**src/rtl/pc_fetch_unit_pkg.sv**
```systemverilog
// Shared definitions for the miniCPU fetch stage: FSM encodings, IR field
// positions and the opcode values the rest of the core agrees on.
package pc_fetch_unit_pkg;

  localparam int XLEN = 32;

  // Fetch FSM encodings (2-bit, kept as plain constants for legacy tools)
  localparam logic [1:0] FETCH_IDLE  = 2'd0;
  localparam logic [1:0] FETCH_FETCH = 2'd1;
  localparam logic [1:0] FETCH_EXEC  = 2'd2;
  localparam logic [1:0] FETCH_HALT  = 2'd3;

  localparam int OP1_MSB = 31;
  localparam int OP1_LSB = 24;
  localparam int OP2_MSB = 23;
  localparam int OP2_LSB = 22;
  localparam int OP3_MSB = 21;
  localparam int OP3_LSB = 19;

  localparam logic [7:0] zB   = 8'h20;
  localparam logic [7:0] zBcc = 8'h21;
  localparam logic [7:0] zHLT = 8'hFF;

  typedef struct packed {
    logic [7:0] op1;
    logic [1:0] op2;
    logic [2:0] op3;
  } op_fields_t;

  function automatic op_fields_t split_ir(input logic [XLEN-1:0] word);
    op_fields_t f;
    f.op1 = word[OP1_MSB:OP1_LSB];
    f.op2 = word[OP2_MSB:OP2_LSB];
    f.op3 = word[OP3_MSB:OP3_LSB];
    return f;
  endfunction

endpackage

```
**src/rtl/pc_fetch_unit_if.sv**
```systemverilog
// Instruction-memory read port: req/addr from the fetch unit, ack/rdata back.
interface pc_fetch_unit_if;
  import pc_fetch_unit_pkg::*;

  logic            mem_req;
  logic [XLEN-1:0] mem_addr;
  logic            mem_ack;
  logic [XLEN-1:0] mem_rdata;

  modport master (
    output mem_req,
    output mem_addr,
    input  mem_ack,
    input  mem_rdata
  );

  modport slave (
    input  mem_req,
    input  mem_addr,
    output mem_ack,
    output mem_rdata
  );

endinterface

```
**src/rtl/pc_fetch_unit.sv**
```systemverilog
// Program counter and instruction-fetch stage: fetches one word per
// instruction, holds it in the IR and commits next_pc on execution completion.
module pc_fetch_unit
  import pc_fetch_unit_pkg::*;
#(
  parameter logic [31:0] RESET_PC = 32'h0000_0000
) (
  input  logic                   clk,
  input  logic                   n_rst,
  pc_fetch_unit_if.master        mem,
  input  logic [XLEN-1:0]        next_pc,
  input  logic                   exec_done,
  input  logic                   halt,
  output logic [XLEN-1:0]        pc,
  output logic [XLEN-1:0]        ir,
  output logic [7:0]             op1,
  output logic [1:0]             op2,
  output logic [2:0]             op3,
  output logic                   ir_valid,
  output logic                   halted,
  output logic [XLEN-1:0]        instr_count
);

  logic [1:0]      state_reg, state_next;
  logic [XLEN-1:0] pc_reg, pc_next;
  logic [XLEN-1:0] ir_reg, ir_next;
  logic            ir_valid_reg, ir_valid_next;
  logic            halted_reg, halted_next;
  logic [XLEN-1:0] count_reg, count_next;
  op_fields_t      fields;

  always_comb begin
    state_next    = state_reg;
    pc_next       = pc_reg;
    ir_next       = ir_reg;
    ir_valid_next = ir_valid_reg;
    halted_next   = halted_reg;
    count_next    = count_reg;

    case (state_reg)
      FETCH_IDLE: begin
        state_next = FETCH_FETCH;
      end

      FETCH_FETCH: begin
        // exec_done arriving together with the ack is deliberately dropped
        if (mem.mem_ack) begin
          ir_next       = mem.mem_rdata;
          ir_valid_next = 1'b1;
          state_next    = FETCH_EXEC;
        end
      end

      FETCH_EXEC: begin
        if (exec_done) begin
          ir_valid_next = 1'b0;
          if (halt) begin
            halted_next = 1'b1;
            state_next  = FETCH_HALT;
          end else begin
            pc_next    = next_pc;
            count_next = count_reg + 32'd1;
            state_next = FETCH_FETCH;
          end
        end
      end

      default: begin
        // HALT only leaves through reset
        state_next = FETCH_HALT;
      end
    endcase
  end

  always_ff @(posedge clk or negedge n_rst) begin
    if (!n_rst) begin
      state_reg    <= FETCH_IDLE;
      pc_reg       <= RESET_PC;
      ir_reg       <= '0;
      ir_valid_reg <= 1'b0;
      halted_reg   <= 1'b0;
      count_reg    <= '0;
    end else begin
      state_reg    <= state_next;
      pc_reg       <= pc_next;
      ir_reg       <= ir_next;
      ir_valid_reg <= ir_valid_next;
      halted_reg   <= halted_next;
      count_reg    <= count_next;
    end
  end

  // All outputs come straight from registers, so reset clears them at once
  assign mem.mem_req  = (state_reg == FETCH_FETCH);
  assign mem.mem_addr = pc_reg;

  assign fields      = split_ir(ir_reg);
  assign pc          = pc_reg;
  assign ir          = ir_reg;
  assign op1         = fields.op1;
  assign op2         = fields.op2;
  assign op3         = fields.op3;
  assign ir_valid    = ir_valid_reg;
  assign halted      = halted_reg;
  assign instr_count = count_reg;

endmodule

```
**src/flat_wrapper.sv**
```systemverilog
// flat-port wrapper written by rule: the top's interface ports become plain ports
module pc_fetch_unit_flat import pc_fetch_unit_pkg::*;
#(
  parameter logic [31:0] RESET_PC = 32'h0000_0000
)
  (clk, n_rst, next_pc, exec_done, halt, pc, ir, op1, op2, op3, ir_valid, halted, instr_count, mem_mem_req, mem_mem_addr, mem_mem_ack, mem_mem_rdata);
  pc_fetch_unit_if mem_i ();
  input  logic clk;
  input  logic n_rst;
  input  logic [XLEN-1:0] next_pc;
  input  logic exec_done;
  input  logic halt;
  output logic [XLEN-1:0] pc;
  output logic [XLEN-1:0] ir;
  output logic [7:0] op1;
  output logic [1:0] op2;
  output logic [2:0] op3;
  output logic ir_valid;
  output logic halted;
  output logic [XLEN-1:0] instr_count;
  output wire logic [$bits(mem_i.mem_req)-1:0] mem_mem_req;
  output wire logic [$bits(mem_i.mem_addr)-1:0] mem_mem_addr;
  input wire logic [$bits(mem_i.mem_ack)-1:0] mem_mem_ack;
  input wire logic [$bits(mem_i.mem_rdata)-1:0] mem_mem_rdata;
  assign mem_mem_req = mem_i.mem_req;
  assign mem_mem_addr = mem_i.mem_addr;
  assign mem_i.mem_ack = mem_mem_ack;
  assign mem_i.mem_rdata = mem_mem_rdata;
  pc_fetch_unit #(.RESET_PC(RESET_PC)) u_core (.clk(clk), .n_rst(n_rst), .mem(mem_i), .next_pc(next_pc), .exec_done(exec_done), .halt(halt), .pc(pc), .ir(ir), .op1(op1), .op2(op2), .op3(op3), .ir_valid(ir_valid), .halted(halted), .instr_count(instr_count));
endmodule
```
**config.mk**
```make
export PLATFORM = sky130hd
export DESIGN_NAME = pc_fetch_unit_flat
export DESIGN_NICKNAME = d
export VERILOG_FILES = /design/src/rtl/pc_fetch_unit_pkg.sv /design/src/rtl/pc_fetch_unit_if.sv /design/src/rtl/pc_fetch_unit.sv /design/src/flat_wrapper.sv
export SDC_FILE = /design/constraint.sdc
export NUM_CORES = 1
export LEC_CHECK = 0
export CORE_MARGIN = 2
export CORE_UTILIZATION = 35
export CTS_CLUSTER_SIZE = 28
export DETAILED_ROUTE_END_ITERATION = 6
export PLACE_DENSITY = 0.74
export SYNTH_ARGS = -nofsm -noshare
export SYNTH_HDL_FRONTEND = slang
export SYNTH_SLANG_ARGS = --single-unit
```
**constraint.sdc**
```tcl
create_clock -name clk -period 1.75 [get_ports clk]
set_clock_uncertainty 0.2 [all_clocks]
set_input_delay 0.175 -clock clk [delete_from_list [all_inputs] [get_ports clk]]
set_output_delay 0.175 -clock clk [all_outputs]
set_load 0.02 [all_outputs]
```
### Yosys cells after proc, flatten, opt, wreduce, memory -nomap -nowiden

Cells that the tools add are included.

* register bits after elaboration: 100
* bits of input ports: 69
* output and inout port bits: 144

* add/sub/neg operators: 1
* eq/ne operators: 4
* muxes and demuxes: 7
* bitwise operators: 1
* reduce and logical (&&, ||, !) cells: 7

Operator list (count)
* 32-bit by 1-bit adder with 32-bit output, second input constant: 1
* 3-bit AND reduction: 3
* 2-bit two-way mux: 3
* 2-bit one-hot mux with 3 select lines: 1
* 2-bit AND reduction: 2
* 2-bit by 1-bit equality test with 1-bit output, second input constant: 1
* 2-bit equality test, second input constant: 1
* 2-bit zero test: 1
* 1-bit two-way mux: 2
* 2-bit by 1-bit != test with 1-bit output, second input constant: 1
* 2-bit != test, second input constant: 1
* 1-bit one-hot mux with 2 select lines: 1
* 2-bit nonzero test: 1
* 1-bit NOT: 1

### Longest topological paths before layout

* word-level depth: 3
* gate-level depth with buffers: 7
* gate-level depth less buffers: 5

### Worst setup path after synthesis

Ideal clock, no wire load.

* path kind: reg-to-reg
* from: reg u_core.count_reg[3], in the netlist u_core.instr_count[3]
* to: reg u_core.count_reg[25], in the netlist u_core.instr_count[25]
* setup time: 0.077 ns
* arrival time: 1.627 ns
* required time: 1.473 ns
* setup slack: -0.153 ns
* stages on the path, launching flop included: 7
* path through: dfrtp_1 > nand4_2 > nor4_4 > and3_1 > buf_4 > and3_4 > xor2_2

* cells in the longest elaborated chain, start to end: 1

Ends and longest elaborated chain
* start: declaration: line pc_fetch_unit.sv:29 `logic [XLEN-1:0] count_reg, count_next;`
* start signal: assignment: line pc_fetch_unit.sv:89 `count_reg <= count_next;`
* 32-bit by 1-bit adder with 32-bit output: line pc_fetch_unit.sv:62 `count_next = count_reg + 32'd1;`

No other way between the ends.
A chain may end at the register's enable or synchronous reset.

### Worst setup path in the final report

* from: reg u_core.state_reg[0]
* to: reg u_core.count_reg[31], in the netlist u_core.instr_count[31]

* cells in the longest elaborated chain, start to end: 2

Ends and longest elaborated chain
* start: declaration: line pc_fetch_unit.sv:24 `logic [1:0] state_reg, state_next;`
* start signal: assignment: line pc_fetch_unit.sv:84 `state_reg <= state_next;`
* 2-bit equality test: line pc_fetch_unit.sv:40 `case (state_reg)`
* 3-bit AND reduction (no source line)

No other way between the ends.

==> impl_metrics.yaml <==
outcome:
  status: "finished with violations"
  violations: "negative setup slack"
cts:
  cts_root_buf: "clkbuf_16"
  clk_latency_ns: 0.34
  h-tree-depth: 3
  cts.sink_count: 100
  path_clk_slew_ns: 0.07
  cts_max_path_buffers: 2
  numCtsBuffers: 9
  cts_tree: "done"
sta:
  worst_pin_slew_ns: 0.309
  max_slew_margin_pct: 79.2
  hold_viol_final: 0
  period_share_pct: 106
  fin_crit_ns: 1.85
  slew_violations: 0
  rsz0062_at_grt: "yes"
  setup_ws_ns: -0.101
  setup_violations: 21
  fmax_mhz: 540
finish:
  area_growth_pct: 64.7
  drive_gt1_share_pct: 29.3
  nFillCells: 974
  nets: 598
  final_common_cell: "clkdlybuf4s50_1"
  layoutNonFillerInstCount: 701
  multi_input_area_sq_um: 1580
  diodes: 0
  seq_area_sq_um: 2520
  mostFrequentLayoutCells: "clkdlybuf4s50_1 (127), dfrtp_1 (88), mux2_2 (65), dlymetal6s2s_1 (56), buf_4 (31)"
worst_setup_path:
  crit_path_start_kind: "flop"
  setup.worst_path.class: "reg2reg"
  path_cells: "nor3b_4 -> and4_4 -> nand4_1 -> nor3_2 -> xor2_1"
  crit_required_ns: 1.81
  crit_path_end_kind: "flop"
  crit_fanout: 3
  ff2ff_path_depth: 5
  cpPeakStageDelay_ns: 0.42
  cp.arrival_ns: 1.91
  worst_r2r_endpoint: "u_core.instr_count[31]"
  r2r_slack_ns: -0.10
  r2r_start: "u_core.state_reg[0]"
  cpMaxStageDelayCell: "dfrtp_1"
routing:
  drc: 0
  drt_iter0_drc: 104
  wl_per_cell_microns: 15.4
  route.final.wire_length_mm: 10.8
  ant_nets: 0
  vias: 3176
  drtPass1Iterations: 4
  routed_via_density: 4.53
logic_synthesis:
  yosysWarnings: 0
  synth_nets: 393
  syn_area_per_cell_sq_um: 13.5
  syn_area_sq_um: 4350
  yosys.area.top_type: "dfrtp_1"
  yosysTopAreaCellShare_pct: 57.5
  ys_seq_area_share_pct: 57.5
  ys_types: 32
  synth_top_cells_by_area: "dfrtp_1 (58%), mux2_2 (17%), buf_4 (8.1%)"
  synth-seq-cells: 100
  synth_cells: 323
floorplan:
  core_sq_um: 12100
  rows: 40
  start_util_pct: 36.1
  ioPinCount: 213
  die_width_microns: 115
  dieArea_sq_um: 13300
  die_y_microns: 115
place:
  pre_cts_slack_ns: -0.429
  dp_cells: 679
  portBuffers: 212
  place.gp.congestion: 0.770
  hpwl_mm: 7.97
grt:
  antenna_found_initial: 0
  grt_max_degree: 36
  grt_pass1_wl_mm: 16.4
  grt_overflow: 0
  grt_pass1_vias: 3234
  groute.usage.overall_pct: 15.8
run:
  maxCapViolCount: 0
pwr:
  ir_drop_mv: 0.797
  p_leak_nw: 4.08
  p_per_area_nw_per_um2: 1220
worst_hold_path:
  hold_class: "in2async"
[cell families (layout without fill, tap and decap cells)]
kind of cell	after synthesis	in the layout	share of synthesized area, %
and+or+nand+nor	62	62	8.83
DFF	100	100	57.5
adders and majority gates	1	1	0.288
muxes	65	65	16.8
xor gates and xnor gates	31	31	6.42
AOI/OAI and AO/OA	6	6	0.863
buffers and inverters	58	268	9.23
[final cells by class]
cell class	instances	area share, %
clock buffer	9	3.14
clock inverter	7	1.03
inverter	4	0.210
multi-input combinational	165	22.1
sequential	100	35.2
tap	168	2.94
timing repair buffer	248	35.4
[worst max path at each step]
stage	startpoint	depth (start not counted)	to
2_1_floorplan	u_core.state_reg[0]	7	u_core.instr_count[20]
3_3_place_gp	halt	4	u_core.mem.mem_addr[7]
3_5_place_dp	exec_done	6	u_core.instr_count[25]
4_1_cts	u_core.state_reg[0]	5	u_core.instr_count[24]
5_1_grt	u_core.state_reg[0]	5	u_core.instr_count[24]
6_report	u_core.state_reg[0]	5	u_core.instr_count[31]
[routing by layer]
metal | track usage (%) | routed length (microns) | vias up
met1 | 18.6 | 4250 | 1580
met5 | 0 | 0 | -
met3 | 6.28 | 712 | 12
met4 | 4.74 | 157 | 0
li1 | - | - | 1472
met2 | 26.8 | 5700 | 112
[report_power, final]
group | total (W) | switching (W) | internal [W] | leakage [nW]
Clock | 0.00200 | 0.000881 | 0.00112 | 0.146
Combinational | 0.00352 | 0.00168 | 0.00184 | 2.67
Sequential | 0.00321 | 0.000363 | 0.00285 | 1.27
[critical path, delay by kind of cell (launching register included)]
kind          cells  cell delay [ns]
simple gates      4             0.99
flops             1             0.42
xor+xnor          1             0.16
[cells in the mapped netlist, drive strengths merged]
cell and instances:
dfrtp 100, mux2 65, buf 53, xor2 16
xnor2 15, nand2 10, nor2 10, nand3 9
nand4 9, and3 7, nor3 5, inv 4
and2 3, and4 3, nor4 3, a21oi 2
o21ai 2, a21boi 1, a41o 1, and4bb 1
clkbuf 1, ha 1, nand3b 1, nor3b 1
[repair_timing]
item,in CTS,in global routing
buffers inserted,3,2
hold buffers,1,0
endpoints found under the setup margin,71,115
pin swaps,8,7
endpoints found under the hold margin,100,0
gates resized for setup,42,71
[metrics by stage]
stage                     hold WS [ns]  utilization (%)  area, sq um  total power [W]  setup TNS [ns]
after floorplan                 -0.321                -         4380          0.00523          -0.200
after global placement          -0.117             54.5         6580          0.00684          -16.56
after detailed placement        -0.122             54.5         6580          0.00690          -18.94
after CTS                       0.0506             57.5         6930          0.00893          -0.546
after global routing            0.0776             59.4         7160          0.00913           -3.32
final                           0.0748             59.4         7160          0.00873          -0.661
No activity file was read; power rests on OpenSTA's default activity.
==> RTL change, RTL diff (same settings) <==
Change the package constant `XLEN` from 32 to 64.
--- a/src/rtl/pc_fetch_unit_pkg.sv
+++ b/src/rtl/pc_fetch_unit_pkg.sv
@@ -3,5 +3,5 @@
 package pc_fetch_unit_pkg;
 
-  localparam int XLEN = 32;
+  localparam int XLEN = 64;
 
   // Fetch FSM encodings (2-bit, kept as plain constants for legacy tools)
Interface: changed (6 resized); port bits go from 213 to 405. The function was not compared with the original's and may differ.
==> RTL change against the unedited design <==
The flow still finishes with violations (setup timing); power grew 56%; sequential share of layout area shrank 3.5 points; sequential cell count grew 96; area after synthesis grew 97%; wire length grew to 2.9 times the old value; cell area grew 120%; worst setup slack lost 310 ps.
==> RTL change: results <==
set metrics [dict create \
    clock_latency_ps 430 \
    synth.top_cells.by_area "dfrtp_1, nand2_1, mux2_2, buf_4, xor2_1" \
    drtIter0Drc 304 \
    dp_cells 1528 \
    via_per_inst 4.73 \
    cts_setup_buffers 8 \
    final.setup.worst_slack_ps -409 \
    power_w 0.0136 \
    critPathMaxStageDelay_ps 540 \
    pg_clk_w 0.00399 \
    fin_tns_setup_ps -32930 \
    totalWireLength_um 30900 \
    cts_buffers 17 \
    h-tree-depth 4 \
    cp_data_arrival_time_ps 2300 \
    drv_cap 0 \
    crit_slowest_cell "or4_4" \
    dpl_cell_area_um2 13400 \
    clockBufferDepth 2 \
    violations "setup timing" \
    yosysUniqueCellTypes 33 \
    globalRouteTotalUtil_pct 21.9 \
    layout-drive-gt1-share_pct 35.7 \
    yosysWarnings 0 \
    place.gp.congestion 0.784 \
    ir_worst_vdd_v 0.000525 \
    grt_start_max_net_pins 57 \
    port_buffers 404 \
    leakage_nw 8.38 \
    crit_start "u_core.instr_count[7]$_DFFE_PN0P_" \
    fin_cells 1608 \
    synth_seq_area_share_pct 57.3 \
    cts-root-buf "clkbuf_16" \
    drc 0 \
    sw_frac_of_total_pct 34.6 \
    setup_viol 193 \
    relSlewSlack_pct 68.7 \
    yosys-top-cells-count "nand2_1, dfrtp_1, buf_4" \
    syn_inst 790 \
    clkTransAtPathRegs_ps 80 \
    pre_cts_ws_ps -793 \
    fin_nets 1405 \
    cp-endpoint "u_core.instr_count[44]$_DFFE_PN0P_" \
    reg2reg_to "u_core.instr_count[44]$_DFFE_PN0P_" \
    cts.repair.resized 340 \
    outcome "finished with violations" \
    grt_pass1_vias 7654 \
    grt_pass1_wl_um 43400 \
    worstPathMaxFanout 5 \
    cts_hold_buf 1 \
    synth_fp_nets 924 \
    place_hpwl_um 19900 \
    seq-power_w 0.00571 \
    hp-class "in2async" \
]
RTL change: changes by cell type in the layout (fill, tap and decap cells not counted), sizes merged, moves of 13 or more:
cell / unedited run / this run
dlygate4sd2: 27 / 264
nand2: 10 / 226
buf: 37 / 152
dfrtp: 100 / 196
dlymetal6s2s: 56 / 0
nand3: 9 / 30
clkbuf: 9 / 28
xor2: 16 / 35
nor4: 3 / 20
inv: 6 / 21
nor3: 5 / 19
xnor2: 15 / 28
RTL change: worst min path at each step:
stage / slack (ps) / end / from / cells past startpoint
2_1_floorplan: -320 / u_core.halted$_DFFE_PN0P_ / n_rst / 0
3_3_place_gp: -90 / u_core.instr_count[43]$_DFFE_PN0P_ / n_rst / 1
3_5_place_dp: -100 / u_core.instr_count[44]$_DFFE_PN0P_ / n_rst / 1
4_1_cts: 8 / u_core.instr_count[44]$_DFFE_PN0P_ / n_rst / 2
5_1_grt: 20 / u_core.instr_count[44]$_DFFE_PN0P_ / n_rst / 2
6_report: 10 / u_core.instr_count[44]$_DFFE_PN0P_ / n_rst / 2
RTL change: per-layer routing:
metal	wire, µm	vias to the layer above	GRT usage [%]
li1	-	3496	-
met1	12100	3787	26.6
met2	16100	288	39.2
met3	1930	35	5.11
met4	794	0	5.90
met5	0	-	0
RTL change: logic make-up (layout without fill, tap and decap cells):
kind of cell,count (synthesis),after routing,share of synthesized area (%)
buffers and inverters,117,608,8.64
AO/OA/AOI/OAI,5,5,0.351
AND/OR/NAND/NOR,344,347,18.7
flip-flops,196,196,57.3
multiplexers,64,64,8.42
adder cells (fa/ha/maj),1,1,0.146
XOR/XNOR,63,63,6.45
RTL change: cell type report:
cell class	count	area [µm²]
timing repair buffer	563	5520
clock buffer	18	439
tap	324	405
multi-input combinational	480	4080
fill	1931	8600
sequential	196	4930
inverter	13	48.8
clock inverter	14	159
